**config.mk**
```make
export PLATFORM = sky130hd
export DESIGN_NAME = sd_dev_cmd_layer
export DESIGN_NICKNAME = d
export VERILOG_FILES = /design/src/rtl/sd_dev_cmd_layer.sv
export SDC_FILE = /design/constraint.sdc
export NUM_CORES = 1
export LEC_CHECK = 0
export BUFFER_PORTS_ARGS = -buffer_cell sky130_fd_sc_hd__buf_2
export CORE_AREA = 2 2 156 158
export CTS_BUF_LIST = sky130_fd_sc_hd__clkbuf_8 sky130_fd_sc_hd__clkbuf_16
export DETAILED_ROUTE_END_ITERATION = 8
export DIE_AREA = 0 0 158 160
export PLACE_DENSITY = 0.75
export SETUP_SLACK_MARGIN = 0.2
export SLEW_MARGIN = 20
export SYNTH_ARGS = -nofsm -noshare
export SYNTH_HDL_FRONTEND = slang
export SYNTH_SLANG_ARGS = --single-unit
```
**constraint.sdc**
```tcl
create_clock -name clk -period 2.3 [get_ports clk]
set_input_delay 0.23 -clock clk [delete_from_list [all_inputs] [get_ports clk]]
set_output_delay 0.23 -clock clk [all_outputs]
set_load 0.005 [all_outputs]
```
**src/rtl/sd_dev_cmd_layer.sv**
```systemverilog
// Device-side SD command layer: frame/CRC check, user handoff, response send.
// Optional SD_DEV_CMD_QUEUE_EN adds a one-deep holding register for early commands.
module sd_dev_cmd_layer (
    input  logic         clk,
    input  logic         rst,
    input  logic         i_enable,
    input  logic         i_crc_enable_flag,
    input  logic [15:0]  i_timeout,
    input  logic         i_phy_cmd_stb,
    input  logic [39:0]  i_phy_cmd,
    input  logic         i_phy_crc_bad,
    output logic         o_cmd_stb,
    output logic [5:0]   o_cmd_index,
    output logic [31:0]  o_cmd_arg,
    input  logic         i_rsp_stb,
    input  logic [1:0]   i_rsp_type,
    input  logic [5:0]   i_rsp_index,
    input  logic [127:0] i_rsp,
    output logic         o_phy_rsp_en,
    output logic [135:0] o_phy_rsp,
    output logic [7:0]   o_phy_rsp_len,
    input  logic         i_phy_rsp_finished,
    output logic         o_cmd_finished_en,
    output logic         o_busy,
    output logic         o_error_flag,
    output logic [7:0]   o_error
);

    typedef enum logic [1:0] {IDLE, WAIT_USER, SEND_RSP} state_t;

    state_t         r_state, w_state;
    logic [15:0]    r_timer, w_timer;
    logic [5:0]     r_cmd_index, w_cmd_index;
    logic [31:0]    r_cmd_arg, w_cmd_arg;
    logic           r_cmd_stb, w_cmd_stb;
    logic           r_rsp_en, w_rsp_en;
    logic [135:0]   r_rsp, w_rsp;
    logic [7:0]     r_rsp_len, w_rsp_len;
    logic           r_fin, w_fin;
    logic [7:0]     r_error, w_error;
    logic           r_error_flag, w_error_flag;
    logic           w_src_vld;
    logic [39:0]    w_src_cmd;
    logic           w_src_crc;
`ifdef SD_DEV_CMD_QUEUE_EN
    logic           r_q_valid, w_q_valid;
    logic [39:0]    r_q_cmd, w_q_cmd;
    logic           r_q_crc, w_q_crc;
`endif

    // Next-state and output decode; enable low overrides every other event
    always_comb begin
        w_state      = r_state;
        w_timer      = r_timer;
        w_cmd_index  = r_cmd_index;
        w_cmd_arg    = r_cmd_arg;
        w_cmd_stb    = 1'b0;
        w_rsp_en     = r_rsp_en;
        w_rsp        = r_rsp;
        w_rsp_len    = r_rsp_len;
        w_fin        = 1'b0;
        w_error      = r_error;
        w_error_flag = 1'b0;
        w_src_vld    = 1'b0;
        w_src_cmd    = i_phy_cmd;
        w_src_crc    = i_phy_crc_bad;
`ifdef SD_DEV_CMD_QUEUE_EN
        w_q_valid    = r_q_valid;
        w_q_cmd      = r_q_cmd;
        w_q_crc      = r_q_crc;
`endif
        if (!i_enable) begin
            w_state  = IDLE;
            w_rsp_en = 1'b0;
`ifdef SD_DEV_CMD_QUEUE_EN
            w_q_valid = 1'b0;
`endif
        end else begin
            unique case (r_state)
                IDLE: begin
`ifdef SD_DEV_CMD_QUEUE_EN
                    // Held command goes first; a fresh strobe refills the slot
                    if (r_q_valid) begin
                        w_src_vld = 1'b1;
                        w_src_cmd = r_q_cmd;
                        w_src_crc = r_q_crc;
                        w_q_valid = i_phy_cmd_stb;
                        if (i_phy_cmd_stb) begin
                            w_q_cmd = i_phy_cmd;
                            w_q_crc = i_phy_crc_bad;
                        end
                    end else begin
                        w_src_vld = i_phy_cmd_stb;
                    end
`else
                    w_src_vld = i_phy_cmd_stb;
`endif
                    if (w_src_vld) begin
                        if (w_src_cmd[39:38] != 2'b01) begin
                            w_error      = 8'h03;
                            w_error_flag = 1'b1;
                        end else if (i_crc_enable_flag && w_src_crc) begin
                            w_error      = 8'h01;
                            w_error_flag = 1'b1;
                        end else begin
                            w_cmd_index = w_src_cmd[37:32];
                            w_cmd_arg   = w_src_cmd[31:0];
                            w_error     = 8'h00;
                            w_cmd_stb   = 1'b1;
                            w_timer     = 16'd0;
                            w_state     = WAIT_USER;
                        end
                    end
                end
                WAIT_USER: begin
                    w_timer = r_timer + 16'd1;
                    if (i_rsp_stb) begin
                        if (i_rsp_type == 2'd0) begin
                            w_fin   = 1'b1;
                            w_state = IDLE;
                        end else if (i_rsp_type == 2'd2) begin
                            w_rsp     = {2'b00, 6'h3F, i_rsp};
                            w_rsp_len = 8'd136;
                            w_rsp_en  = 1'b1;
                            w_state   = SEND_RSP;
                        end else begin
                            w_rsp     = {96'b0, 2'b00, i_rsp_index, i_rsp[31:0]};
                            w_rsp_len = 8'd40;
                            w_rsp_en  = 1'b1;
                            w_state   = SEND_RSP;
                        end
                    end else if (i_timeout != 16'd0 && r_timer >= i_timeout) begin
                        w_error      = 8'h02;
                        w_error_flag = 1'b1;
                        w_state      = IDLE;
                    end
                end
                SEND_RSP: begin
                    if (i_phy_rsp_finished) begin
                        w_rsp_en = 1'b0;
                        w_fin    = 1'b1;
                        w_state  = IDLE;
                    end
                end
                default: w_state = IDLE;
            endcase
            // Commands that arrive while a transaction is in flight
            if (r_state != IDLE && i_phy_cmd_stb) begin
`ifdef SD_DEV_CMD_QUEUE_EN
                if (r_q_valid) begin
                    w_error      = 8'h04;
                    w_error_flag = 1'b1;
                end else begin
                    w_q_valid = 1'b1;
                    w_q_cmd   = i_phy_cmd;
                    w_q_crc   = i_phy_crc_bad;
                end
`else
                w_error      = 8'h04;
                w_error_flag = 1'b1;
`endif
            end
        end
    end

    // State and registered outputs with synchronous active-low reset
    always_ff @(posedge clk) begin
        if (!rst) begin
            r_state      <= IDLE;
            r_timer      <= 16'd0;
            r_cmd_index  <= 6'd0;
            r_cmd_arg    <= 32'd0;
            r_cmd_stb    <= 1'b0;
            r_rsp_en     <= 1'b0;
            r_rsp        <= 136'd0;
            r_rsp_len    <= 8'd40;
            r_fin        <= 1'b0;
            r_error      <= 8'h00;
            r_error_flag <= 1'b0;
`ifdef SD_DEV_CMD_QUEUE_EN
            r_q_valid    <= 1'b0;
            r_q_cmd      <= 40'd0;
            r_q_crc      <= 1'b0;
`endif
        end else begin
            r_state      <= w_state;
            r_timer      <= w_timer;
            r_cmd_index  <= w_cmd_index;
            r_cmd_arg    <= w_cmd_arg;
            r_cmd_stb    <= w_cmd_stb;
            r_rsp_en     <= w_rsp_en;
            r_rsp        <= w_rsp;
            r_rsp_len    <= w_rsp_len;
            r_fin        <= w_fin;
            r_error      <= w_error;
            r_error_flag <= w_error_flag;
`ifdef SD_DEV_CMD_QUEUE_EN
            r_q_valid    <= w_q_valid;
            r_q_cmd      <= w_q_cmd;
            r_q_crc      <= w_q_crc;
`endif
        end
    end

    assign o_cmd_stb         = r_cmd_stb;
    assign o_cmd_index       = r_cmd_index;
    assign o_cmd_arg         = r_cmd_arg;
    assign o_phy_rsp_en      = r_rsp_en;
    assign o_phy_rsp         = r_rsp;
    assign o_phy_rsp_len     = r_rsp_len;
    assign o_cmd_finished_en = r_fin;
    assign o_busy            = (r_state != IDLE);
    assign o_error_flag      = r_error_flag;
    assign o_error           = r_error;

endmodule

```
==> impl_metrics.env, run 1 <==
export IMPL_status="completed"
export IMPL_num_fill_cells=2359
export IMPL_cpMaxStageDelayCell="dfxtp_2"
export IMPL_ys_ff_latch=193
export IMPL_nNetsFinal=1536
export IMPL_post_cts_setup_buffers=0
export IMPL_crit_arrival_ns=2.29
export IMPL_wl_per_cell_microns=14.1
export IMPL_tns_ns=0
export IMPL_fp_coreArea_sq_um=23800
export IMPL_vias=7881
export IMPL_multi_input_area_sq_um=3890
export IMPL_final_layout_size_suffix_gt1_share_pct=33.9
export IMPL_cpMostUsedCell="o21ai_0"
export IMPL_grt_use_total_pct=17.6
export IMPL_drc=0
export IMPL_die_y_microns=160
export IMPL_cp_top_family="compound AO/OA/AOI/OAI gates"
export IMPL_slew_headroom_pct=59.2
export IMPL_synth_async_reset_ratio_pct=0
export IMPL_ys_warn_count=0
export IMPL_critPathMaxStageDelay_ns=0.37
export IMPL_io_pins=395
export IMPL_finalCriticalPeriod_ns=1.99
export IMPL_finClkSkew_ns=0.0160
export IMPL_synth_edf_count=0
export IMPL_clock_latency_ns=0.43
export IMPL_ys_types=43
export IMPL_p_leak_uw=0.00491
export IMPL_avgSynthCellArea_sq_um=8.35
export IMPL_root_buffer="clkbuf_16"
export IMPL_cp_cell_sequence="inv_1 > ha_1 > nor2b_1 > o21ai_0 > a41oi_2 > or2_2 > a31oi_2 > o21ai_0"
export IMPL_area_growth_syn_to_layout_pct=34.5
export IMPL_ir_drop_mv=0.374
export IMPL_holdBufCountCts=0
export IMPL_die_w_microns=158
export IMPL_synth_top_cell_area_share_pct=47.4
export IMPL_synthTopCellsByCount="nand2_1 (256), dfxtp_1 (193), a21boi_0 (161)"
export IMPL_drt_iter0_drc=541
export IMPL_clockBufferDepth=2
export IMPL_hold_viol=0
export IMPL_fp_dieArea_sq_um=25300
export IMPL_dp_cells=1621
export IMPL_final_core_util_pct=46.0
export IMPL_cp_max_fo=5
export IMPL_tightest_slew_ns=0.611
export IMPL_ys_seq_area_share_pct=47.4
export IMPL_crit_path_end_kind="flip-flop"
export IMPL_power_uw=6730
export IMPL_setup_viol=0
export IMPL_antenna_found_initial=0
export IMPL_synth_area_sq_um=8140
export IMPL_crit_buf_inv=1
export IMPL_cap_violations=0
export IMPL_worstSetupPathType="reg -> reg"
export IMPL_grt_max_degree=87
export IMPL_max_freq_ghz=0.501
export IMPL_p_per_area_nw_per_um2=614
export IMPL_syn_inst=975
export IMPL_dp_hpwl_microns=16700
export IMPL_cts_clk_slew_worst_paths_ns=0.08
export IMPL_slew_viol_final=0
export IMPL_drt_pass1_iterations=4
export IMPL_ant_nets=0
export IMPL_grt_pass1_wl_microns=36000
export IMPL_critPathLaunchType="flip-flop"
export IMPL_viasPerCell=4.77
export IMPL_post_route_period_util_pct=86.7
export IMPL_yosysTopAreaCell="dfxtp_1"
export IMPL_stdcell_count=1653
export IMPL_start_util_pct=34.2
export IMPL_hold_ws_ns=0.0372
export IMPL_grt_pass1_vias=7335
export IMPL_crit_required_ns=2.59
export IMPL_rsz0062_at_grt="false"
export IMPL_hold_class="in -> reg"
export IMPL_netlist_top_cells_area="dfxtp_1 (47%), a21boi_0 (15%), nand2_1 (12%), nand3_1 (5.8%), ha_1 (3.1%)"
export IMPL_io_buffers=381
export IMPL_rows=57
export IMPL_yosysMostFrequentCell="nand2_1"
export IMPL_wl_microns=23400
export IMPL_htree_levels=4
export IMPL_gp_congestion=0.895
export IMPL_synth_ff_type="dfxtp_1"
export IMPL_cts_tree="built"
export IMPL_antenna_cells=0
export IMPL_seq_area_sq_um=3870
export IMPL_cts_inserted_buffers=17
export IMPL_cts_sinks=193
export IMPL_grt_overflow_total=0
[worst register-to-register path: stages, from the launching register on]
cell	delay [ns]
dfxtp_2	0.37
inv_1	0.05
ha_1	0.27
nor2b_1	0.04
o21ai_0	0.22
a41oi_2	0.18
or2_2	0.34
a31oi_2	0.25
o21ai_0	0.15
[per-stage QoR]
step           worst slack, ns  instance area (sq um)
2_1_floorplan            0.214                   8200
3_3_place_gp             0.144                  10300
3_5_place_dp            0.0994                  10300
4_1_cts                  0.193                  10900
5_1_grt                  0.209                  11000
6_report                 0.305                  11000
[power breakdown]
group          internal (uW)  switching [uW]  leakage [uW]
Sequential              3360            12.1       0.00156
Combinational            226             226       0.00307
Clock                   1450            1460      0.000285
Total                   5030            1700       0.00491
[kinds of logic (layout without fill, tap and decap cells)]
kind of cell | Yosys count | count (layout) | share of synthesized area, %
flip-flops | 193 | 193 | 47.4
AO/OA/AOI/OAI | 204 | 204 | 18.5
AND/OR/NAND/NOR | 421 | 421 | 22.2
XOR/XNOR | 15 | 15 | 1.61
multiplexers | 7 | 7 | 0.860
adder cells (fa/ha/maj) | 20 | 20 | 3.07
buffers and inverters | 113 | 456 | 6.13
other | 2 | 13 | 0.0922
[placed cells by master, fill, tap and decap left out, types with 4 or more instances in the layout]
master,instances
and2_1,4
inv_1,22
buf_4,14
buf_2,380
o211a_1,6
mux2i_1,7
conb_1,13
clkbuf_16,17
clkinv_4,4
inv_8,4
nor2_1,32
a21oi_1,12
nor4_1,4
nand4_1,7
ha_1,18
o21ai_0,8
dfxtp_1,191
buf_12,5
nand2_1,255
xnor2_1,6
nand3_1,95
xor2_1,9
a21boi_0,161
[sequential cells by signal (all words and copies together) (netlist names)]
name,count
r_timer,16
o_cmd_index,6
o_phy_rsp_en,1
o_error_flag,1
o_cmd_stb,1
o_error,3
r_state,2
o_phy_rsp,129
o_cmd_arg,32
o_cmd_finished_en,1
o_phy_rsp_len,1
[area by class of cell]
type | count | share of cell area, %
flip-flops and latches | 193 | 35.3
well taps | 324 | 3.70
clock inverters | 15 | 1.40
repair buffers | 400 | 19.3
clock buffers | 17 | 3.88
inverters | 24 | 0.822
multi-input cells | 680 | 35.6
[repair_timing]
item	in CTS	in global routing
pin swaps	0	2
endpoints found under the setup margin	6	26
gates resized for setup	4	9
[final timing paths]
check	start	to	slack, ns	depth (start not counted)
worst max-delay path	r_timer[0]$_SDFFE_PN0P_	o_error[0]$_SDFFE_PN0P_	0.31	8
worst min-delay path	i_phy_cmd[19]	o_cmd_arg[19]$_SDFFE_PN0P_	0.04	3
worst max register to register	r_timer[0]$_SDFFE_PN0P_	o_error[0]$_SDFFE_PN0P_	0.31	8
worst min register to register	o_phy_rsp[85]$_SDFFE_PN0P_	o_phy_rsp[85]$_SDFFE_PN0P_	0.46	2
[per-layer routing]
metal	global-route usage, %	vias up	wire length [microns]
li1	-	3908	-
met1	20.2	3615	9650
met2	30.1	310	11200
met3	5.51	48	1850
met4	7.04	0	677
met5	0	-	0
No activity file was read; power rests on OpenSTA's default activity.
==> run 2, diff against run 1 <==
ABC_AREA = 1   (was not set)
CORE_AREA = 2 2 154 156   (was 2 2 156 158)
DIE_AREA = 0 0 156 158   (was 0 0 158 160)
==> run 2 against run 1 <==
Compared with the run above: maximum frequency increased by 5.4%; flip-flop and latch count unchanged; first-iteration DRC count decreased by 25%; utilization decreased by 0.49 points; critical path type unchanged; critical endpoint is now o_cmd_arg[0]$_SDFFE_PN0P_; largest power group unchanged.
==> impl_metrics.env, run 2 <==
export IMPL_critPathLaunchType="flip-flop"
export IMPL_hold_class="in -> reg"
export IMPL_final_layout_size_suffix_gt1_share_pct=32.4
export IMPL_crit_path_end_kind="flip-flop"
export IMPL_cts_sinks=193
export IMPL_final_cell_mix="buf_2 (381), nand2_1 (264), dfxtp_1 (192)"
export IMPL_viasPerCell=4.62
export IMPL_wl_per_cell_microns=13.8
export IMPL_placed_cell_area_sq_um=9880
export IMPL_fp_coreArea_sq_um=23100
export IMPL_wl_microns=23400
export IMPL_ys_warn_count=0
export IMPL_ys_seq_area_share_pct=49.5
export IMPL_drc=0
export IMPL_dp_hpwl_microns=17200
export IMPL_tns_ns=0
export IMPL_synth_area_sq_um=7800
export IMPL_max_freq_ghz=0.528
export IMPL_cap_violations=0
export IMPL_gp_congestion=0.812
export IMPL_p_leak_uw=0.00498
export IMPL_clock_latency_ns=0.43
export IMPL_final_area_sq_um=10500
export IMPL_ant_nets=0
export IMPL_post_cts_setup_buffers=0
export IMPL_vias=7826
export IMPL_drt_iter0_drc=405
export IMPL_tightest_slew_ns=0.705
export IMPL_r2r_start="r_state[0]$_SDFFE_PN0P_"
export IMPL_synth_async_reset_ratio_pct=0
export IMPL_yosysMostFrequentCell="nand2_1"
export IMPL_crit_start="r_state[0]$_SDFFE_PN0P_"
export IMPL_avgSynthCellArea_sq_um=7.50
export IMPL_crit_arrival_ns=2.25
export IMPL_hold_start="i_rsp[108]"
export IMPL_cts_inserted_buffers=17
export IMPL_root_buffer="clkbuf_16"
export IMPL_grt_overflow_total=0
export IMPL_hold_ws_ns=0.0342
export IMPL_start_util_pct=33.8
export IMPL_status="completed"
export IMPL_ys_ff_latch=193
export IMPL_cts_clk_slew_worst_paths_ns=0.09
export IMPL_synthTopCellsByCount="nand2_1 (264), dfxtp_1 (193), nor2_1 (172)"
export IMPL_power_uw=6890
export IMPL_drt_pass1_iterations=5
export IMPL_nNetsFinal=1612
export IMPL_antenna_found_initial=1
export IMPL_hold_viol=0
export IMPL_io_pins=395
export IMPL_cp_max_fo=26
export IMPL_slew_headroom_pct=53.0
export IMPL_post_route_period_util_pct=82.3
export IMPL_reg2reg_slack_ns=0.41
export IMPL_layout_commonest_cell="buf_2"
export IMPL_grt_pass1_vias=7087
export IMPL_rows=56
export IMPL_finClkSkew_ns=0.0192
export IMPL_rsz0062_at_grt="false"
export IMPL_grt_use_total_pct=18.0
export IMPL_grt_max_degree=105
export IMPL_p_int_uw=5100
export IMPL_clock_power_share_pct=43.6
export IMPL_syn_inst=1040
export IMPL_ir_drop_mv=0.462
export IMPL_worstSetupPathType="reg -> reg"
export IMPL_grt_pass1_wl_microns=35500
export IMPL_htree_levels=4
export IMPL_largest_reg_flops=129
export IMPL_slew_viol_final=0
export IMPL_synth_edf_count=0
export IMPL_switching_share_pct=26.0
export IMPL_antenna_cells=0
export IMPL_netlist_top_cells_area="dfxtp_1 (50%), nand2_1 (13%), nor2_1 (8.3%), a21oi_1 (7.4%), o21ai_0 (5.0%)"
export IMPL_synth_ff_type="dfxtp_1"
export IMPL_area_growth_syn_to_layout_pct=34.5
export IMPL_num_fill_cells=2365
export IMPL_power_frac_comb_pct=7.1
export IMPL_setup_viol=0
export IMPL_final_core_util_pct=45.5
export IMPL_synth_top_cell_area_share_pct=49.5
export IMPL_crit_required_ns=2.66
export IMPL_yosysTopAreaCell="dfxtp_1"
export IMPL_switchingPower_uw=1790
export IMPL_p_per_area_nw_per_um2=657
export IMPL_io_buffers=381
export IMPL_die_y_microns=158
export IMPL_power_frac_seq_pct=49.3
export IMPL_cts_tree="built"
export IMPL_finalCriticalPeriod_ns=1.89
export IMPL_fp_dieArea_sq_um=24600
export IMPL_clockBufferDepth=2
export IMPL_ys_types=34
export IMPL_die_w_microns=156
[run 2: changes by cell type in the layout (fill, tap and decap cells not counted), moves of 9 or more]
cell	change
a21boi_0	-161
a21oi_1	+103
inv_1	+27
nand2_1	+9
nand3_1	-82
nor2_1	+139
o21ai_0	+70
[run 2: path summary, 6_finish.rpt]
path / end / depth (start not counted)
setup / recovery: o_cmd_arg[0]$_SDFFE_PN0P_ / 7
hold / removal: o_phy_rsp[108]$_SDFFE_PN0P_ / 3
setup reg to reg: o_cmd_arg[0]$_SDFFE_PN0P_ / 7
hold reg to reg: o_error[1]$_SDFFE_PN0P_ / 2
[run 2: logic make-up (layout without fill, tap and decap cells)]
group,Yosys count,after routing,share of synthesized area (%)
buffers and inverters,131,485,7.93
AO/OA/AOI/OAI,209,209,13.8
adder cells (fa/ha/maj),20,20,3.21
other,2,13,0.0963
AND/OR/NAND/NOR,482,482,25.1
flip-flops,193,193,49.5
XOR/XNOR,3,3,0.337
[run 2: worst max-delay path: stages, from the launching register on]
cell,delay [ns]
dfxtp_1,0.32
inv_1,0.09
ha_1,0.31
nand4_1,0.42
inv_1,0.18
buf_4,0.30
nor2_1,0.07
nor2_1,0.12
[run 2: power by group through the flow]
stage	Clock (uW)	Sequential [uW]	Combinational (uW)
final	3010	3400	486
after global routing	3220	3400	549
after CTS	3090	3400	488
after detailed placement	0	3480	486
after global placement	0	3470	481
after floorplan	0	3480	228
[run 2: repair_timing]
item / in CTS / in global routing
gates resized for setup: 0 / 3
endpoints found under the setup margin: 0 / 32
hold buffers: 0 / 0
[run 2: routing by layer]
| metal | track usage, % | vias to the layer above | part of all wire [%] |
|---|---|---|---|
| met2 | 30.8 | 249 | 50 |
| li1 | - | 3993 | - |
| met4 | 6.16 | 2 | 1.9 |
| met1 | 21.9 | 3548 | 42 |
| met3 | 5.06 | 34 | 6.8 |
| met5 | 0 | - | 0.056 |
[run 2: area by class of cell]
type	count	area (sq um)	share of cell area, %
flip-flops and latches	193	3860	36.8
multi-input cells	727	3370	32.1
repair buffers	397	2080	19.8
clock buffers	18	439	4.19
well taps	290	363	3.46
inverters	56	214	2.04
clock inverters	14	161	1.54
[run 2: through the flow]
stage                     worst slack [ns]  std cells
final                                0.407       1695
after global routing                 0.219       1695
after CTS                            0.328       1695
after detailed placement             0.327       1663
after global placement               0.404       1663
after floorplan                      0.620       1051
==> run 3, diff against run 2 <==
clock period = 1.7 ns   (was 2.3 ns; I/O delays follow)
==> run 3 against run 2 <==
Compared with the run above: the flow now finishes with violations (setup timing); global-route usage is 5.4 points higher; cell area rose by 36%; utilization up 16 points; non-clock buffer count increased by 224; die area unchanged; cell count rose by 13%; via count rose by 22%; register-to-register slack lost 0.46 ns; maximum frequency grew 7.9%; largest cell class is now buffers; largest power group unchanged; highest routed layer unchanged.
==> impl_metrics.env, run 3 (synthesis gave the netlist of run 2 again) <==
export IMPL_status="complete, but fails checks"
export IMPL_violations="setup timing"
export IMPL_cts_tree="built"
export IMPL_final_layout_size_suffix_gt1_share_pct=47.1
export IMPL_r2r_end="o_phy_rsp[32]$_SDFFE_PN0P_"
export IMPL_grt_pass1_wl_microns=45700
export IMPL_crit_path_end_kind="flip-flop"
export IMPL_crit_arrival_ns=2.10
export IMPL_cpMaxStageDelayCell="dfxtp_2"
export IMPL_largest_reg_flops=129
export IMPL_hold_viol=0
export IMPL_root_buffer="clkbuf_16"
export IMPL_htree_levels=4
export IMPL_vias=9551
export IMPL_reg2reg_slack_ns=-0.05
export IMPL_cts_sinks=193
export IMPL_setup_viol=9
export IMPL_grt_overflow_total=0
export IMPL_rsz0062_at_grt="true"
export IMPL_hold_class="in -> reg"
export IMPL_setup_ws_ns=-0.0534
export IMPL_wl_microns=33200
export IMPL_num_fill_cells=1763
export IMPL_fp_coreArea_sq_um=23100
export IMPL_p_leak_uw=0.00672
export IMPL_cap_violations=0
export IMPL_finClkSkew_ns=0.0131
export IMPL_cts_clk_slew_worst_paths_ns=0.08
export IMPL_wl_per_cell_microns=17.3
export IMPL_io_pins=395
export IMPL_io_buffers=381
export IMPL_critPathLaunchType="flip-flop"
export IMPL_ir_drop_mv=0.522
export IMPL_fp_dieArea_sq_um=24600
export IMPL_final_core_util_pct=61.7
export IMPL_clockBufferDepth=2
export IMPL_drt_pass1_iterations=7
export IMPL_slew_viol_final=0
export IMPL_nNetsFinal=1836
export IMPL_gp_congestion=0.801
export IMPL_hold_start="i_rsp[117]"
export IMPL_die_w_microns=156
export IMPL_r2r_start="r_state[1]$_SDFFE_PN0P_"
export IMPL_finalCriticalPeriod_ns=1.75
export IMPL_critPathMaxStageDelay_ns=0.34
export IMPL_ant_nets=0
export IMPL_crit_required_ns=2.05
export IMPL_layout_commonest_cell="buf_2"
export IMPL_worstSetupPathType="reg -> reg"
export IMPL_area_growth_syn_to_layout_pct=82.4
export IMPL_grt_pass1_vias=9305
export IMPL_hold_depth=3
export IMPL_rows=56
export IMPL_final_cell_mix="buf_2 (380), dfxtp_1 (182), nor2_1 (168)"
export IMPL_max_freq_ghz=0.570
export IMPL_drt_iter0_drc=558
export IMPL_grt_use_total_pct=23.5
export IMPL_start_util_pct=33.8
export IMPL_cp_cell_sequence="inv_4 > ha_4 > nand2_4 > nor2_4 > nand2_4 > inv_4 > nand2_4 > inv_6 > buf_12 > buf_16 > buf_6 > nand2_2 > a31oi_1"
export IMPL_reg2reg_depth=13
export IMPL_placed_cell_area_sq_um=10300
export IMPL_antenna_found_initial=1
export IMPL_hold_ws_ns=0.00938
export IMPL_grt_max_degree=75
export IMPL_drc=0
export IMPL_cpMostUsedCell="nand2_4"
export IMPL_die_y_microns=158
export IMPL_viasPerCell=4.98
export IMPL_dp_hpwl_microns=17800
export IMPL_post_route_period_util_pct=103
export IMPL_cts_inserted_buffers=17
export IMPL_final_area_sq_um=14200
export IMPL_cp_max_fo=6
export IMPL_power_uw=9700
export IMPL_p_per_area_nw_per_um2=682
export IMPL_holdPathEnd="o_phy_rsp[117]$_SDFFE_PN0P_"
export IMPL_clock_latency_ns=0.44
==> run 3: repair_timing <==
action                                 4_1_cts  5_1_grt
setup endpoints to repair                  190      192
endpoints found under the hold margin      137        2
gates resized for setup                    142      227
pin swaps                                   34       82
setup buffers                               17        4
gates cloned                                11        1
hold buffers                               138        2
==> run 3: worst max-delay path by stage <==
stage	startpoint	to
3_5_place_dp	r_state[1]$_SDFFE_PN0P_	o_phy_rsp[114]$_SDFFE_PN0P_
4_1_cts	r_timer[6]$_SDFFE_PN0P_	o_error[0]$_SDFFE_PN0P_
3_3_place_gp	r_state[1]$_SDFFE_PN0P_	o_phy_rsp[112]$_SDFFE_PN0P_
5_1_grt	r_state[1]$_SDFFE_PN0P_	o_phy_rsp[32]$_SDFFE_PN0P_
6_report	r_state[1]$_SDFFE_PN0P_	o_phy_rsp[32]$_SDFFE_PN0P_
2_1_floorplan	r_state[0]$_SDFFE_PN0P_	r_timer[10]$_SDFFE_PN0P_
==> run 3: layer usage <==
| layer | share of wire (%) | vias to the layer above | global-route usage [%] |
|---|---|---|---|
| met4 | 4.3 | 2 | 11.2 |
| li1 | - | 4457 | - |
| met5 | 0.039 | - | 0 |
| met2 | 51 | 498 | 41.4 |
| met3 | 7.2 | 124 | 5.86 |
| met1 | 37 | 4470 | 26.7 |
==> run 3: where the power goes <==
part	switching, uW	internal [uW]	total (uW)
sequential	30.0	4570	4600
combinational	569	613	1180
clock	2000	1930	3920
total	2600	7110	9700
==> run 3: stage by stage <==
stage / cells / setup TNS (ns) / worst slack, ns
floorplan: 1051 / 0 / 0.140
global placement: 1714 / 0 / 0.0213
detailed placement: 1714 / -0.335 / -0.0455
CTS: 1910 / 0 / 0.0278
global route: 1917 / -4.17 / -0.144
finish: 1918 / -0.142 / -0.0534
==> run 3: worst max-delay path: cells and delay by family, from the launching register on <==
kind	cells	cell delay (ns)
and+or+nand+nor	5	0.35
buffers and inverters	6	0.67
AOI/OAI and AO/OA	1	0.15
DFF	1	0.34
adders and majority gates	1	0.15
==> run 3: area by class of cell <==
| cell class | count | area (sq um) | area share, % |
|---|---|---|---|
| Timing Repair Buffer | 621 | 4690 | 33.0 |
| Multi-Input combinational cell | 727 | 4500 | 31.6 |
| Sequential cell | 193 | 3880 | 27.3 |
| Clock buffer | 17 | 425 | 2.99 |
| Tap cell | 290 | 363 | 2.55 |
| Inverter | 56 | 239 | 1.68 |
| Clock inverter | 13 | 124 | 0.871 |
| Antenna cell | 1 | 2.50 | 0.0176 |
